`src/rtl/branch_resolve_unit_if.sv`:
```
// Request/result bus of the branch resolution unit: producer drives in_*, consumer takes out_*.
interface branch_resolve_unit_if #(
  parameter int unsigned XLEN  = 32,
  parameter int unsigned TAG_W = 5
);
  logic              in_valid;
  logic              in_ready;
  logic [1:0]        in_kind;
  logic [1:0]        in_cond;
  logic              in_unsigned;
  logic [XLEN-1:0]   in_rs1;
  logic [XLEN-1:0]   in_rs2;
  logic [XLEN-1:0]   in_pc;
  logic [XLEN-1:0]   in_imm;
  logic              in_pred_taken;
  logic [XLEN-1:0]   in_pred_target;
  logic [TAG_W-1:0]  in_tag;

  logic              out_valid;
  logic              out_ready;
  logic [TAG_W-1:0]  out_tag;
  logic              out_taken;
  logic [XLEN-1:0]   out_next_pc;
  logic [XLEN-1:0]   out_link;
  logic              out_mispredict;
  logic              out_misaligned;

  // Environment side: issues requests and consumes results
  modport master (
    output in_valid, in_kind, in_cond, in_unsigned, in_rs1, in_rs2, in_pc, in_imm,
           in_pred_taken, in_pred_target, in_tag, out_ready,
    input  in_ready, out_valid, out_tag, out_taken, out_next_pc, out_link,
           out_mispredict, out_misaligned
  );

  // Unit side
  modport slave (
    input  in_valid, in_kind, in_cond, in_unsigned, in_rs1, in_rs2, in_pc, in_imm,
           in_pred_taken, in_pred_target, in_tag, out_ready,
    output in_ready, out_valid, out_tag, out_taken, out_next_pc, out_link,
           out_mispredict, out_misaligned
  );
endinterface

```
`src/rtl/branch_resolve_unit.sv`:
```
// Single-stage branch/JAL/JALR resolution with misprediction detection and a saturating counter.
module branch_resolve_unit #(
  parameter int unsigned XLEN  = 32,
  parameter int unsigned TAG_W = 5,
  parameter int unsigned CNT_W = 16
) (
  input  logic                 clk,
  input  logic                 rst_n,
  input  logic                 flush,
  branch_resolve_unit_if.slave bus,
  output logic [CNT_W-1:0]     mispredict_count
);
  localparam logic [1:0] KIND_BRANCH = 2'b00;
  localparam logic [1:0] KIND_JAL    = 2'b01;
  localparam logic [1:0] KIND_JALR   = 2'b10;
  localparam logic [1:0] COND_EQ     = 2'b00;
  localparam logic [1:0] COND_NE     = 2'b01;
  localparam logic [1:0] COND_LT     = 2'b10;
  localparam logic [CNT_W-1:0] CNT_MAX = {CNT_W{1'b1}};

  logic              valid_q;
  logic [TAG_W-1:0]  tag_q;
  logic              taken_q;
  logic [XLEN-1:0]   next_pc_q;
  logic [XLEN-1:0]   link_q;
  logic              mispredict_q;
  logic              misaligned_q;
  logic [CNT_W-1:0]  count_q;

  logic              accept_c;
  logic              deliver_c;
  logic              eq_c;
  logic              lt_c;
  logic              cond_taken_c;
  logic              taken_c;
  logic [XLEN-1:0]   pc_imm_c;
  logic [XLEN-1:0]   rs1_imm_c;
  logic [XLEN-1:0]   link_c;
  logic [XLEN-1:0]   target_c;
  logic [XLEN-1:0]   next_pc_c;
  logic              mispredict_c;
  logic              misaligned_c;

  // Handshake: a held result frees the slot only when it is being consumed
  assign bus.in_ready = !valid_q || bus.out_ready;
  assign accept_c     = bus.in_valid && bus.in_ready && !flush;
  assign deliver_c    = valid_q && bus.out_ready && !flush;

  assign bus.out_valid      = valid_q;
  assign bus.out_tag        = tag_q;
  assign bus.out_taken      = taken_q;
  assign bus.out_next_pc    = next_pc_q;
  assign bus.out_link       = link_q;
  assign bus.out_mispredict = mispredict_q;
  assign bus.out_misaligned = misaligned_q;
  assign mispredict_count   = count_q;

  // Condition evaluation, target computation and prediction check
  always_comb begin
    eq_c         = (bus.in_rs1 == bus.in_rs2);
    lt_c         = bus.in_unsigned ? (bus.in_rs1 < bus.in_rs2)
                                   : ($signed(bus.in_rs1) < $signed(bus.in_rs2));
    pc_imm_c     = bus.in_pc + bus.in_imm;
    rs1_imm_c    = bus.in_rs1 + bus.in_imm;
    link_c       = bus.in_pc + XLEN'(4);
    cond_taken_c = 1'b0;
    taken_c      = 1'b0;
    target_c     = '0;
    case (bus.in_cond)
      COND_EQ: cond_taken_c = eq_c;
      COND_NE: cond_taken_c = !eq_c;
      COND_LT: cond_taken_c = lt_c;
      default: cond_taken_c = !lt_c;
    endcase
    case (bus.in_kind)
      KIND_BRANCH: begin
        taken_c  = cond_taken_c;
        target_c = pc_imm_c;
      end
      KIND_JAL: begin
        taken_c  = 1'b1;
        target_c = pc_imm_c;
      end
      KIND_JALR: begin
        taken_c  = 1'b1;
        target_c = {rs1_imm_c[XLEN-1:1], 1'b0};
      end
      default: begin
        taken_c  = 1'b0;
        target_c = '0;
      end
    endcase
    next_pc_c    = taken_c ? target_c : link_c;
    mispredict_c = (taken_c != bus.in_pred_taken) ||
                   (taken_c && (target_c != bus.in_pred_target));
    misaligned_c = taken_c && next_pc_c[1];
  end

  // Result register: load on accept, hold under back-pressure, kill on flush
  always_ff @(posedge clk or negedge rst_n) begin
    if (!rst_n) begin
      valid_q      <= 1'b0;
      tag_q        <= '0;
      taken_q      <= 1'b0;
      next_pc_q    <= '0;
      link_q       <= '0;
      mispredict_q <= 1'b0;
      misaligned_q <= 1'b0;
    end else if (flush) begin
      valid_q <= 1'b0;
    end else if (accept_c) begin
      valid_q      <= 1'b1;
      tag_q        <= bus.in_tag;
      taken_q      <= taken_c;
      next_pc_q    <= next_pc_c;
      link_q       <= link_c;
      mispredict_q <= mispredict_c;
      misaligned_q <= misaligned_c;
    end else if (bus.out_ready) begin
      valid_q <= 1'b0;
    end
  end

  // Saturating count of mispredicts actually handed to the consumer
  always_ff @(posedge clk or negedge rst_n) begin
    if (!rst_n) begin
      count_q <= '0;
    end else if (deliver_c && mispredict_q && (count_q != CNT_MAX)) begin
      count_q <= count_q + CNT_W'(1);
    end
  end
endmodule

```
`src/flat_wrapper.sv`:
```
// flat-port wrapper written by rule: the top's interface ports become plain ports
module branch_resolve_unit_flat 
#(
  parameter int unsigned XLEN  = 32,
  parameter int unsigned TAG_W = 5,
  parameter int unsigned CNT_W = 16
)
  (clk, rst_n, flush, mispredict_count, bus_in_valid, bus_in_kind, bus_in_cond, bus_in_unsigned, bus_in_rs1, bus_in_rs2, bus_in_pc, bus_in_imm, bus_in_pred_taken, bus_in_pred_target, bus_in_tag, bus_out_ready, bus_in_ready, bus_out_valid, bus_out_tag, bus_out_taken, bus_out_next_pc, bus_out_link, bus_out_mispredict, bus_out_misaligned);
  branch_resolve_unit_if #(.XLEN(XLEN), .TAG_W(TAG_W)) bus_i ();
  input  logic clk;
  input  logic rst_n;
  input  logic flush;
  output logic [CNT_W-1:0] mispredict_count;
  input wire logic [$bits(bus_i.in_valid)-1:0] bus_in_valid;
  input wire logic [$bits(bus_i.in_kind)-1:0] bus_in_kind;
  input wire logic [$bits(bus_i.in_cond)-1:0] bus_in_cond;
  input wire logic [$bits(bus_i.in_unsigned)-1:0] bus_in_unsigned;
  input wire logic [$bits(bus_i.in_rs1)-1:0] bus_in_rs1;
  input wire logic [$bits(bus_i.in_rs2)-1:0] bus_in_rs2;
  input wire logic [$bits(bus_i.in_pc)-1:0] bus_in_pc;
  input wire logic [$bits(bus_i.in_imm)-1:0] bus_in_imm;
  input wire logic [$bits(bus_i.in_pred_taken)-1:0] bus_in_pred_taken;
  input wire logic [$bits(bus_i.in_pred_target)-1:0] bus_in_pred_target;
  input wire logic [$bits(bus_i.in_tag)-1:0] bus_in_tag;
  input wire logic [$bits(bus_i.out_ready)-1:0] bus_out_ready;
  output wire logic [$bits(bus_i.in_ready)-1:0] bus_in_ready;
  output wire logic [$bits(bus_i.out_valid)-1:0] bus_out_valid;
  output wire logic [$bits(bus_i.out_tag)-1:0] bus_out_tag;
  output wire logic [$bits(bus_i.out_taken)-1:0] bus_out_taken;
  output wire logic [$bits(bus_i.out_next_pc)-1:0] bus_out_next_pc;
  output wire logic [$bits(bus_i.out_link)-1:0] bus_out_link;
  output wire logic [$bits(bus_i.out_mispredict)-1:0] bus_out_mispredict;
  output wire logic [$bits(bus_i.out_misaligned)-1:0] bus_out_misaligned;
  assign bus_i.in_valid = bus_in_valid;
  assign bus_i.in_kind = bus_in_kind;
  assign bus_i.in_cond = bus_in_cond;
  assign bus_i.in_unsigned = bus_in_unsigned;
  assign bus_i.in_rs1 = bus_in_rs1;
  assign bus_i.in_rs2 = bus_in_rs2;
  assign bus_i.in_pc = bus_in_pc;
  assign bus_i.in_imm = bus_in_imm;
  assign bus_i.in_pred_taken = bus_in_pred_taken;
  assign bus_i.in_pred_target = bus_in_pred_target;
  assign bus_i.in_tag = bus_in_tag;
  assign bus_i.out_ready = bus_out_ready;
  assign bus_in_ready = bus_i.in_ready;
  assign bus_out_valid = bus_i.out_valid;
  assign bus_out_tag = bus_i.out_tag;
  assign bus_out_taken = bus_i.out_taken;
  assign bus_out_next_pc = bus_i.out_next_pc;
  assign bus_out_link = bus_i.out_link;
  assign bus_out_mispredict = bus_i.out_mispredict;
  assign bus_out_misaligned = bus_i.out_misaligned;
  branch_resolve_unit #(.XLEN(XLEN), .TAG_W(TAG_W), .CNT_W(CNT_W)) u_core (.clk(clk), .rst_n(rst_n), .flush(flush), .bus(bus_i), .mispredict_count(mispredict_count));
endmodule
```
`config.mk`:
```
export PLATFORM = sky130hd
export DESIGN_NAME = branch_resolve_unit_flat
export DESIGN_NICKNAME = d
export VERILOG_FILES = /design/src/rtl/branch_resolve_unit_if.sv /design/src/rtl/branch_resolve_unit.sv /design/src/flat_wrapper.sv
export SDC_FILE = /design/constraint.sdc
export NUM_CORES = 1
export LEC_CHECK = 0
export BUFFER_PORTS_ARGS = -buffer_cell sky130_fd_sc_hd__buf_2
export CORE_ASPECT_RATIO = 1.5
export CORE_MARGIN = 4
export CORE_UTILIZATION = 40
export DETAILED_ROUTE_END_ITERATION = 10
export GPL_ROUTABILITY_DRIVEN = 0
export HOLD_SLACK_MARGIN = 0.02
export PLACE_DENSITY = 0.67
export SETUP_SLACK_MARGIN = 0.4
export SYNTH_ARGS = -nofsm -noshare
export SYNTH_HDL_FRONTEND = slang
export SYNTH_SLANG_ARGS = --single-unit
```
`constraint.sdc`:
```
create_clock -name clk -period 6.95 [get_ports clk]
set_clock_uncertainty 0.05 [all_clocks]
set_input_delay 1.0425 -clock clk [delete_from_list [all_inputs] [get_ports clk]]
set_output_delay 1.0425 -clock clk [all_outputs]
set_load 0.02 [all_outputs]
```
Yosys cells after proc, flatten, opt, wreduce, memory -nomap -nowiden

Index checks and enable logic that the tools add are counted.

Word-level logic and storage cells: 51
Bits in registers: 89
Output and inout port bits: 90
Bits of input ports: 176

Bitwise operators: 1
Multiplexer cells: 8
Reduce and logical (&&, ||, !) cells: 20
Equal/unequal tests: 8
$add $sub $neg: 4
$lt $le $gt $ge: 2

Operator list:

| operator              | count |
|---|---|
| $add 32x32->32        | 2 |
| $lt 32x32->1          | 2 |
| $pmux 32 s2           | 1 |
| $add 32x3->32 const B | 1 |
| $eq 32x32->1          | 1 |
| $mux 32               | 1 |
| $ne 32x32->1          | 1 |
| $add 16x1->16 const B | 1 |
| $ne 16x16->1 const B  | 1 |
| $logic_and 1x1->1     | 8 |
| $eq 2x1->1 const B    | 2 |
| $eq 2x2->1 const B    | 2 |
| $logic_not 1->1       | 4 |
| $logic_not 2->1       | 2 |
| $mux 1                | 4 |
| $reduce_or 2->1       | 2 |
| $pmux 1 s3            | 1 |
| $reduce_bool 3->1     | 1 |
| $logic_or 1x1->1      | 2 |
| $pmux 1 s2            | 1 |
| $reduce_and 2->1      | 1 |
| $ne 1x1->1            | 1 |
| $not 1->1             | 1 |

Longest topological paths before layout

Gate-level depths: netlist of run 1.

Depth in word-level cells: 7
Depth in mapped cells: 16
Mapped depth without buffers: 14

Least setup slack after synthesis of run 1

No wires, ideal clock.

Kind: input -> register
Start: in bus_in_rs2[21]
End: reg u_core.next_pc_q[3] (netlist: u_core.bus.out_next_pc[3])
Library setup time: 121 ps
Path buffers: 2
Data required time: 6779 ps
Cell stages on the path: 16
Path slack: 2746 ps
Arrival: 4032 ps
Cells stage by stage: inv_1 > ha_1 > a211oi_1 > nor2_1 > a2111oi_0 > o31ai_1 > mux2_2 > a221oi_1 > xnor2_1 > a21oi_1 > nor2_1 > buf_2 > buf_1 > nand2_1 > o211ai_1 > nand2_1

Word-level cells in the longest chain between the ends: 6
Elaborated cells between the ends (all ways): 9
Those cells by class: order compare (2); eq/ne (1); mux (4); reduce/logical (2)

RTL lines:

| what                            | line                                                 | RTL |
|---|---|---|
| from (decl)                     | flat_wrapper.sv:19                                   | `input wire logic [$bits(bus_i.in_rs2)-1:0] bus_in_rs2;` |
| $lt 32x32->1 (on tied branches) | branch_resolve_unit.sv:62, branch_resolve_unit.sv:61 |  |
| $mux 1                          | branch_resolve_unit.sv:61                            | `lt_c = bus.in_unsigned ? (bus.in_rs1 < bus.in_rs2)` |
| $logic_not 1->1                 | branch_resolve_unit.sv:73                            | `default: cond_taken_c = !lt_c;` |
| $pmux 1 s3 *                    | branch_resolve_unit.sv:69                            | `case (bus.in_cond)` |
| $pmux 1 s2 *                    | branch_resolve_unit.sv:75                            | `case (bus.in_kind)` |
| $mux 32 *                       | branch_resolve_unit.sv:93                            | `next_pc_c = taken_c ? target_c : link_c;` |
| to (signal assigned)            | branch_resolve_unit.sv:115                           | `next_pc_q <= next_pc_c;` |
| to (decl)                       | branch_resolve_unit.sv:24                            | `logic [XLEN-1:0] next_pc_q;` |

Every way passes the cells marked *; elsewhere a longest branch is shown, timed or not.
A chain may end at the register's enable or synchronous reset.

Worst setup path in the final report of run 1

Start: in bus_in_rs1[25]
End: reg u_core.mispredict_q (netlist: u_core.bus.out_mispredict)

Word-level cells in the longest chain between the ends: 7
Elaborated cells between the ends (all ways): 14
Those cells by class: add/sub (1); order compare (2); eq/ne (3); mux (4); reduce/logical (4)

RTL lines:

| what                                                   | line                                                 | RTL |
|---|---|---|
| from (decl)                                            | flat_wrapper.sv:18                                   | `input wire logic [$bits(bus_i.in_rs1)-1:0] bus_in_rs1;` |
| $lt 32x32->1 (on tied branches)                        | branch_resolve_unit.sv:62, branch_resolve_unit.sv:61 |  |
| $mux 1                                                 | branch_resolve_unit.sv:61                            |  |
| $logic_not 1->1                                        | branch_resolve_unit.sv:73                            |  |
| $pmux 1 s3                                             | branch_resolve_unit.sv:69                            |  |
| $pmux 1 s2                                             | branch_resolve_unit.sv:75                            |  |
| $ne 1x1->1 / $logic_and 1x1->1 (equally long branches) | branch_resolve_unit.sv:94, branch_resolve_unit.sv:95 |  |
| $logic_or 1x1->1 *                                     | branch_resolve_unit.sv:94                            | `mispredict_c = (taken_c != bus.in_pred_taken) \|\|` |
| to (signal assigned)                                   | branch_resolve_unit.sv:117                           | `mispredict_q <= mispredict_c;` |
| to (decl)                                              | branch_resolve_unit.sv:26                            | `logic mispredict_q;` |

Marked as above.

==> results of run 1 <==
## cells by family after synthesis
logic type	after synthesis
mux	37
buf+inv	112
xor+xnor	88
simple gates	466
flops	89
fa+ha+maj	101
compound gates	377
## worst max-delay path by stage
stage / endpoint / cells after the start
CTS: u_core.bus.out_mispredict / 14
floorplan: u_core.bus.out_next_pc[3] / 16
detailed placement: u_core.bus.out_mispredict / 14
global route: u_core.bus.out_mispredict / 15
global placement: u_core.bus.out_mispredict / 14
finish: u_core.bus.out_mispredict / 14
## registers in the layout, summed over array words and instances, names as in the netlist
| name | flops |
|---|---|
| u_core.bus.out_link | 32 |
| u_core.bus.out_misaligned | 1 |
| u_core.bus.out_mispredict | 1 |
| u_core.bus.out_next_pc | 32 |
| u_core.bus.out_tag | 5 |
| u_core.bus.out_taken | 1 |
| u_core.bus.out_valid | 1 |
| u_core.mispredict_count | 16 |
## area by class of cell
cell class | count | area share
multi-input combinational | 1069 | 0.613
clock inverter | 6 | 0.00636
antenna | 10 | 0.00212
sequential | 89 | 0.189
inverter | 61 | 0.0194
clock buffer | 10 | 0.0194
timing repair buffer | 272 | 0.117
tap | 324 | 0.0344
## metal layers
metal,wire (um),global-route usage
met1,14200,0.305
met2,17300,0.427
met3,1800,0.0214
met4,1580,0.125
met5,0,0
## per-stage QoR
stage | hold WS (ps) | worst slack (ps) | instance area, um^2
after floorplan | 533 | 2750 | 9870
after global routing | 437 | 1930 | 11800
after detailed placement | 404 | 1820 | 11500
after global placement | 397 | 1940 | 11500
after CTS | 420 | 2170 | 11800
final | 411 | 2220 | 11800
## Yosys cell counts, drive strengths merged, types with 35 or more instances
master / n / area share
nand2: 188 / 0.072
o21ai: 102 / 0.052
ha: 99 / 0.13
dfrtp: 89 / 0.23
a21oi: 87 / 0.044
nor2: 72 / 0.027
inv: 60 / 0.023
clkbuf: 47 / 0.018
xnor2: 45 / 0.040
nand3: 44 / 0.022
xor2: 43 / 0.038
nand4: 35 / 0.022
## worst max-delay path, stage by stage
cell and delay (ps):
sky130_fd_sc_hd__buf_2 110, sky130_fd_sc_hd__ha_1 290, sky130_fd_sc_hd__a21oi_1 70, sky130_fd_sc_hd__o21ai_0 320
sky130_fd_sc_hd__a2111oi_0 140, sky130_fd_sc_hd__o31ai_1 340, sky130_fd_sc_hd__mux2_2 380, sky130_fd_sc_hd__a221oi_1 280
sky130_fd_sc_hd__xnor2_1 230, sky130_fd_sc_hd__a21oi_1 160, sky130_fd_sc_hd__nor2_4 860, sky130_fd_sc_hd__nand4_1 220
sky130_fd_sc_hd__a2111oi_2 330, sky130_fd_sc_hd__a21oi_1 110
## report_power, final
group | leakage, nW | total, mW | internal (mW) | switching, mW
Clock | 0.145 | 0.491 | 0.284 | 0.207
Combinational | 4.44 | 0.999 | 0.377 | 0.622
Sequential | 1.13 | 0.651 | 0.601 | 0.0507
==> out/qor.txt, run 1 <==
Area growth syn-to-layout -> 19.6%
drt drc -> 0
total of fill cells in the finished design -> 2,547
number of I/O pins -> 266
slew margin rel. -> 0.247
reg-to-reg critical path startpoint -> u_core.bus.out_valid
post-layout min period -> 4730 ps
Die X-Extent -> 136 um
peak fanout along the critical path -> 45
DR WL/cell -> 18.9 um
number of nets in the layout -> 1,779
drt pass-1 iters -> 5
maximum number of pins on one net before global-route repair -> 124
count of buffers from port buffering -> 265
Placement Rows -> 70
most frequent cells in the layout -> sky130_fd_sc_hd__buf_2 (264), sky130_fd_sc_hd__nand2_1 (188), sky130_fd_sc_hd__ha_1 (99)
total power per unit cell area -> 181 mW/mm^2
Storage cell area -> 0.00223 mm^2
post-synthesis cell count -> 1,270
vias in the first global route -> 10,400
Seq/Total Area, Yosys -> 0.226
clock-pin slew reported for the worst setup and hold paths after clock tree synthesis -> 60 ps
share of the synthesized area in compound gates (AO/OA/AOI/OAI) -> 0.255
Clock H-tree levels -> 3
number of max-capacitance violations reported -> 0
capturing point of the worst reg2reg path -> u_core.bus.out_mispredict
Post-Place Cells -> 1,815
count of endpoints failing hold in the final timing report -> 0
post-synthesis sequential element count -> 89
count of unique library cells instantiated by Yosys -> 80
Lkg Pwr -> 5.72 nW
clock latency of the later-clocked register in the worst-skew pair -> 330 ps
CTS tree -> yes
non-filler instance count after layout -> 1,841
initial DRC count -> 652
post-CTS sizing -> 0
TNS Setup -> 0 ps
Critical Path RT -> 7110 ps
Pwr Total -> 2.14 mW
die area -> 0.0273 mm^2
HPWL Detailed -> 29,100 um
type of the setup path with the least slack -> primary input to flop
number of buffers added by the clock tree synthesis step -> 9
fraction of synthesized area in multiplexers -> 0.0402
proportion of register bits with asynchronous set or reset after synthesis -> 1.00
Crit path arrival time -> 4890 ps
Main synth FF type -> sky130_fd_sc_hd__dfrtp_1
vertical extent of the die -> 200 um
number of antenna violations at the first check in global routing -> 10
Final Cycle Share -> 0.680
clock tree root driver cell -> sky130_fd_sc_hd__clkbuf_16
Synth Area per Inst -> 7.77 um^2
Final ANT Viol Nets -> 0
area used by multi-input combinational logic -> 0.00723 mm^2
placeable core area -> 0.0243 mm^2
share of cells above drive strength 1 -> 0.218
endpoint of the worst hold path -> u_core.bus.out_next_pc[10]
clock tree buffer depth -> 2
Max VDD drop -> 0.000135 V
slack of the worst reg-to-reg path -> 3800 ps
final core utilization -> 0.485
RSZ-0062 raised after global routing -> no
Netlist Area Pre-Place -> 0.00987 mm^2
number of sinks driven by the clock tree -> 89
FF-to-FF path depth -> 12
simple-gate area share of the yosys netlist -> 0.228
Overall Global Routing Usage -> 0.248
Worst setup SP type -> primary input
pins over their slew limit -> 0
setup-violating endpoint count in the final report -> 0
nature of the critical path endpoint -> flop
starting density of the core -> 0.405
buffers inserted by post-CTS timing repair -> 0
post-synthesis share of cell area spent on xor and xnor gates -> 0.0781
mean number of vias per cell -> 5.71
cts-stage hold buffer count -> 0
total via count after detailed routing -> 10,500
largest family of logic cells by synthesized area -> compound AO/OA/AOI/OAI gates
warning count from the yosys run -> 0
Final Routed Wirelength -> 34,900 um
global-route wire length before repair -> 54,200 um
Min-Delay Startpoint -> u_core.bus.out_next_pc[10]
highest clock frequency the design can meet -> 211 MHz
number of cells on the worst hold path -> 2
actual transition at the worst max-transition pin -> 1130 ps
number of flops mapped to enable cells by yosys -> 0
leading cell type in the layout, fill and taps excluded -> sky130_fd_sc_hd__buf_2
run status -> finished clean
total overflow reported by the global router -> 0
number of nets produced by synthesis -> 1,547
adder-cell share of the synthesized area -> 0.130
path category of the worst min-delay check -> flop to flop
CP startpoint -> bus_in_rs1[25]
Power figures use the tool's default switching activity.
==> run 2, diff against run 1 <==
PLACE_DENSITY = 0.69   (was 0.67)
clock period = 3.9 ns   (was 6.95 ns; I/O delays follow)
==> out/qor.txt, run 2 (same netlist as run 1, synthesis figures left out) <==
RSZ-0062 raised after global routing -> yes
Worst setup SP type -> primary input
total power per unit cell area -> 307 mW/mm^2 (+69%)
vertical extent of the die -> 200 um (unchanged)
total overflow reported by the global router -> 0 (unchanged)
share of cells above drive strength 1 -> 0.374 (+0.156)
Slowest-stage cell, CP -> sky130_fd_sc_hd__a221o_1
Int Power -> 2.71 mW (+110%)
Max VDD drop -> 0.000288 V (+110%)
area used by multi-input combinational logic -> 0.00776 mm^2 (+7.3%)
Overall Global Routing Usage -> 0.262 (+0.0138)
placed instance area -> 0.0132 mm^2 (+15%)
CTS tree -> yes
HPWL Detailed -> 31,200 um (+7.1%)
delay of the slowest critical-path stage -> 410 ps (-450 ps)
initial DRC count -> 710 (+8.9%)
reg-to-reg critical path startpoint -> u_core.bus.out_valid
leading cell type in the layout, fill and taps excluded -> sky130_fd_sc_hd__buf_2
starting density of the core -> 0.405 (unchanged)
number of buffers added by the clock tree synthesis step -> 9 (unchanged)
Final Routed Wirelength -> 37,200 um (+6.8%)
power share of the clock group -> 0.218 (-0.011)
placeable core area -> 0.0243 mm^2 (unchanged)
number of antenna violations at the first check in global routing -> 11 (+1)
highest clock frequency the design can meet -> 269 MHz
Clock H-tree levels -> 3 (unchanged)
most frequent cell on the critical path -> sky130_fd_sc_hd__buf_4
number of max-capacitance violations reported -> 0 (unchanged)
Storage cell area -> 0.00223 mm^2 (unchanged)
drt pass-1 iters -> 8 (+3)
design area -> 0.0144 mm^2 (+22%)
actual transition at the worst max-transition pin -> 677 ps (-449 ps)
run status -> finished clean
most frequent cells in the layout -> sky130_fd_sc_hd__buf_2 (259), sky130_fd_sc_hd__buf_4 (235), sky130_fd_sc_hd__nand2_1 (188)
clock tree root driver cell -> sky130_fd_sc_hd__clkbuf_16
Placement Rows -> 70 (unchanged)
total via count after detailed routing -> 11,600 (+11%)
type of the setup path with the least slack -> primary input to flop
Critical Path RT -> 4070 ps (-3040 ps)
number of I/O pins -> 266 (unchanged)
routing usage on met2 -> 0.472 (+0.0450)
number of nets in the layout -> 2,020 (+14%)
combinational share of power -> 0.518 (+0.051)
setup-violating endpoint count in the final report -> 0 (unchanged)
Sw Pwr -> 1.71 mW (+94%)
maximum number of pins on one net before global-route repair -> 123 (-0.81%)
Crit path arrival time -> 3880 ps (-1010 ps)
Die X-Extent -> 136 um (unchanged)
crit path cell chain -> buf_8, ha_4, fa_2, a21o_1, a221o_1, a221oi_2, buf_4, xnor2_2, a32oi_1, and2_4, a2111oi_4, nand4_1, nor4_2, buf_4, o2111ai_2, a2111oi_2, a21oi_1
die area -> 0.0273 mm^2 (unchanged)
mean number of vias per cell -> 5.58 (-2.2%)
clock tree buffer depth -> 2 (unchanged)
GR Util met3 -> 0.0209 (-0.000503)
total of fill cells in the finished design -> 2,299 (-9.7%)
Final ANT Viol Nets -> 0 (unchanged)
nature of the critical path endpoint -> flop
PnR worst setup slack -> 188 ps (-2030 ps)
number of sinks driven by the clock tree -> 89 (unchanged)
Placement Setup Slack -> -399 ps (-2210 ps)
path category of the worst min-delay check -> primary input to async pin
Lkg Pwr -> 7.06 nW (+23%)
DR WL/cell -> 17.9 um (-5.6%)
drt drc -> 0 (unchanged)
peak fanout along the critical path -> 3 (-93%)
vias in the first global route -> 11,700 (+13%)
count of buffers from port buffering -> 265 (unchanged)
count of endpoints failing hold in the final timing report -> 0 (unchanged)
post-layout min period -> 3710 ps
met1 global-route usage -> 0.300 (-0.00516)
sw frac -> 0.387 (-0.0238)
global-route wire length before repair -> 57,800 um (+6.7%)
slew margin rel. -> 0.545 (+0.297)
Final Cycle Share -> 0.952
clock-pin slew reported for the worst setup and hold paths after clock tree synthesis -> 70 ps (about the same)
CP startpoint -> bus_in_imm[0]
pins over their slew limit -> 0 (unchanged)
clock latency of the later-clocked register in the worst-skew pair -> 340 ps (about the same)
most heavily used metal layer in global routing -> met2
Area growth syn-to-layout -> 45.7%
Reg power frac -> 0.264 (-0.040)
## run 2: critical path: cells and delay by family
| family | cells | cell delay (ps) |
|---|---|---|
| AO/OA/AOI/OAI | 8 | 1720 |
| AND/OR/NAND/NOR | 3 | 570 |
| adder cells (fa/ha/maj) | 2 | 480 |
| buffers and inverters | 3 | 420 |
| XOR/XNOR | 1 | 100 |
## run 2: area by class of cell
type,instances,share of cell area
flip-flops and latches,89,0.155
multi-input cells,1069,0.539
clock buffers,11,0.0176
clock inverters,5,0.00600
diodes,11,0.00191
repair buffers,513,0.236
inverters,61,0.0159
well taps,324,0.0282
## run 2: per-layer routing
layer / up-vias / part of all wire / routed length, um
li1: 5674 / - / -
met2: 426 / 0.51 / 18900
met3: 120 / 0.050 / 1880
met5: - / 0 / 0
met1: 5410 / 0.38 / 14300
met4: 0 / 0.058 / 2150
## run 2: final timing paths
| check | endpoint | slack [ps] | cells past startpoint |
|---|---|---|---|
| min | u_core.bus.out_next_pc[0] | 200 | 1 |
| max reg2reg | u_core.bus.out_mispredict | 950 | 12 |
| min reg2reg | u_core.bus.out_next_pc[10] | 420 | 2 |
| max | u_core.bus.out_mispredict | 190 | 17 |
| max in group asynchronous | u_core.bus.out_link[20] | 2800 | 2 |
| min in group clk | u_core.bus.out_tag[0] | 390 | 3 |
## run 2: repair_timing
action	in CTS	in global routing
pin swaps	37	24
hold buffers	0	0
resized for setup	63	58
cloned	3	1
setup buffers	16	3
endpoints found under the setup margin	34	22
hold endpoints to repair	0	0
## run 2: power groups by stage
stage               clock network (mW)  logic, mW  registers (mW)
floorplan                            0      0.983            1.36
global placement                     0       2.04            1.17
detailed placement                   0       2.07            1.18
CTS                              0.975       2.20            1.17
global route                      1.02       2.49            1.18
finish                           0.965       2.29            1.17
## run 2: per-stage QoR
step / hold WS (ps) / std cells / total power [mW] / utilization / setup TNS, ps
floorplan: 239 / 1270 / 2.34 / - / 0
global placement: 402 / 2033 / 3.21 / 0.543 / -6510
CTS: 225 / 2068 / 4.34 / 0.578 / 0
global route: 248 / 2083 / 4.69 / 0.590 / -16.4
finish: 203 / 2083 / 4.42 / 0.590 / 0
detailed placement: 405 / 2033 / 3.25 / 0.543 / -6470
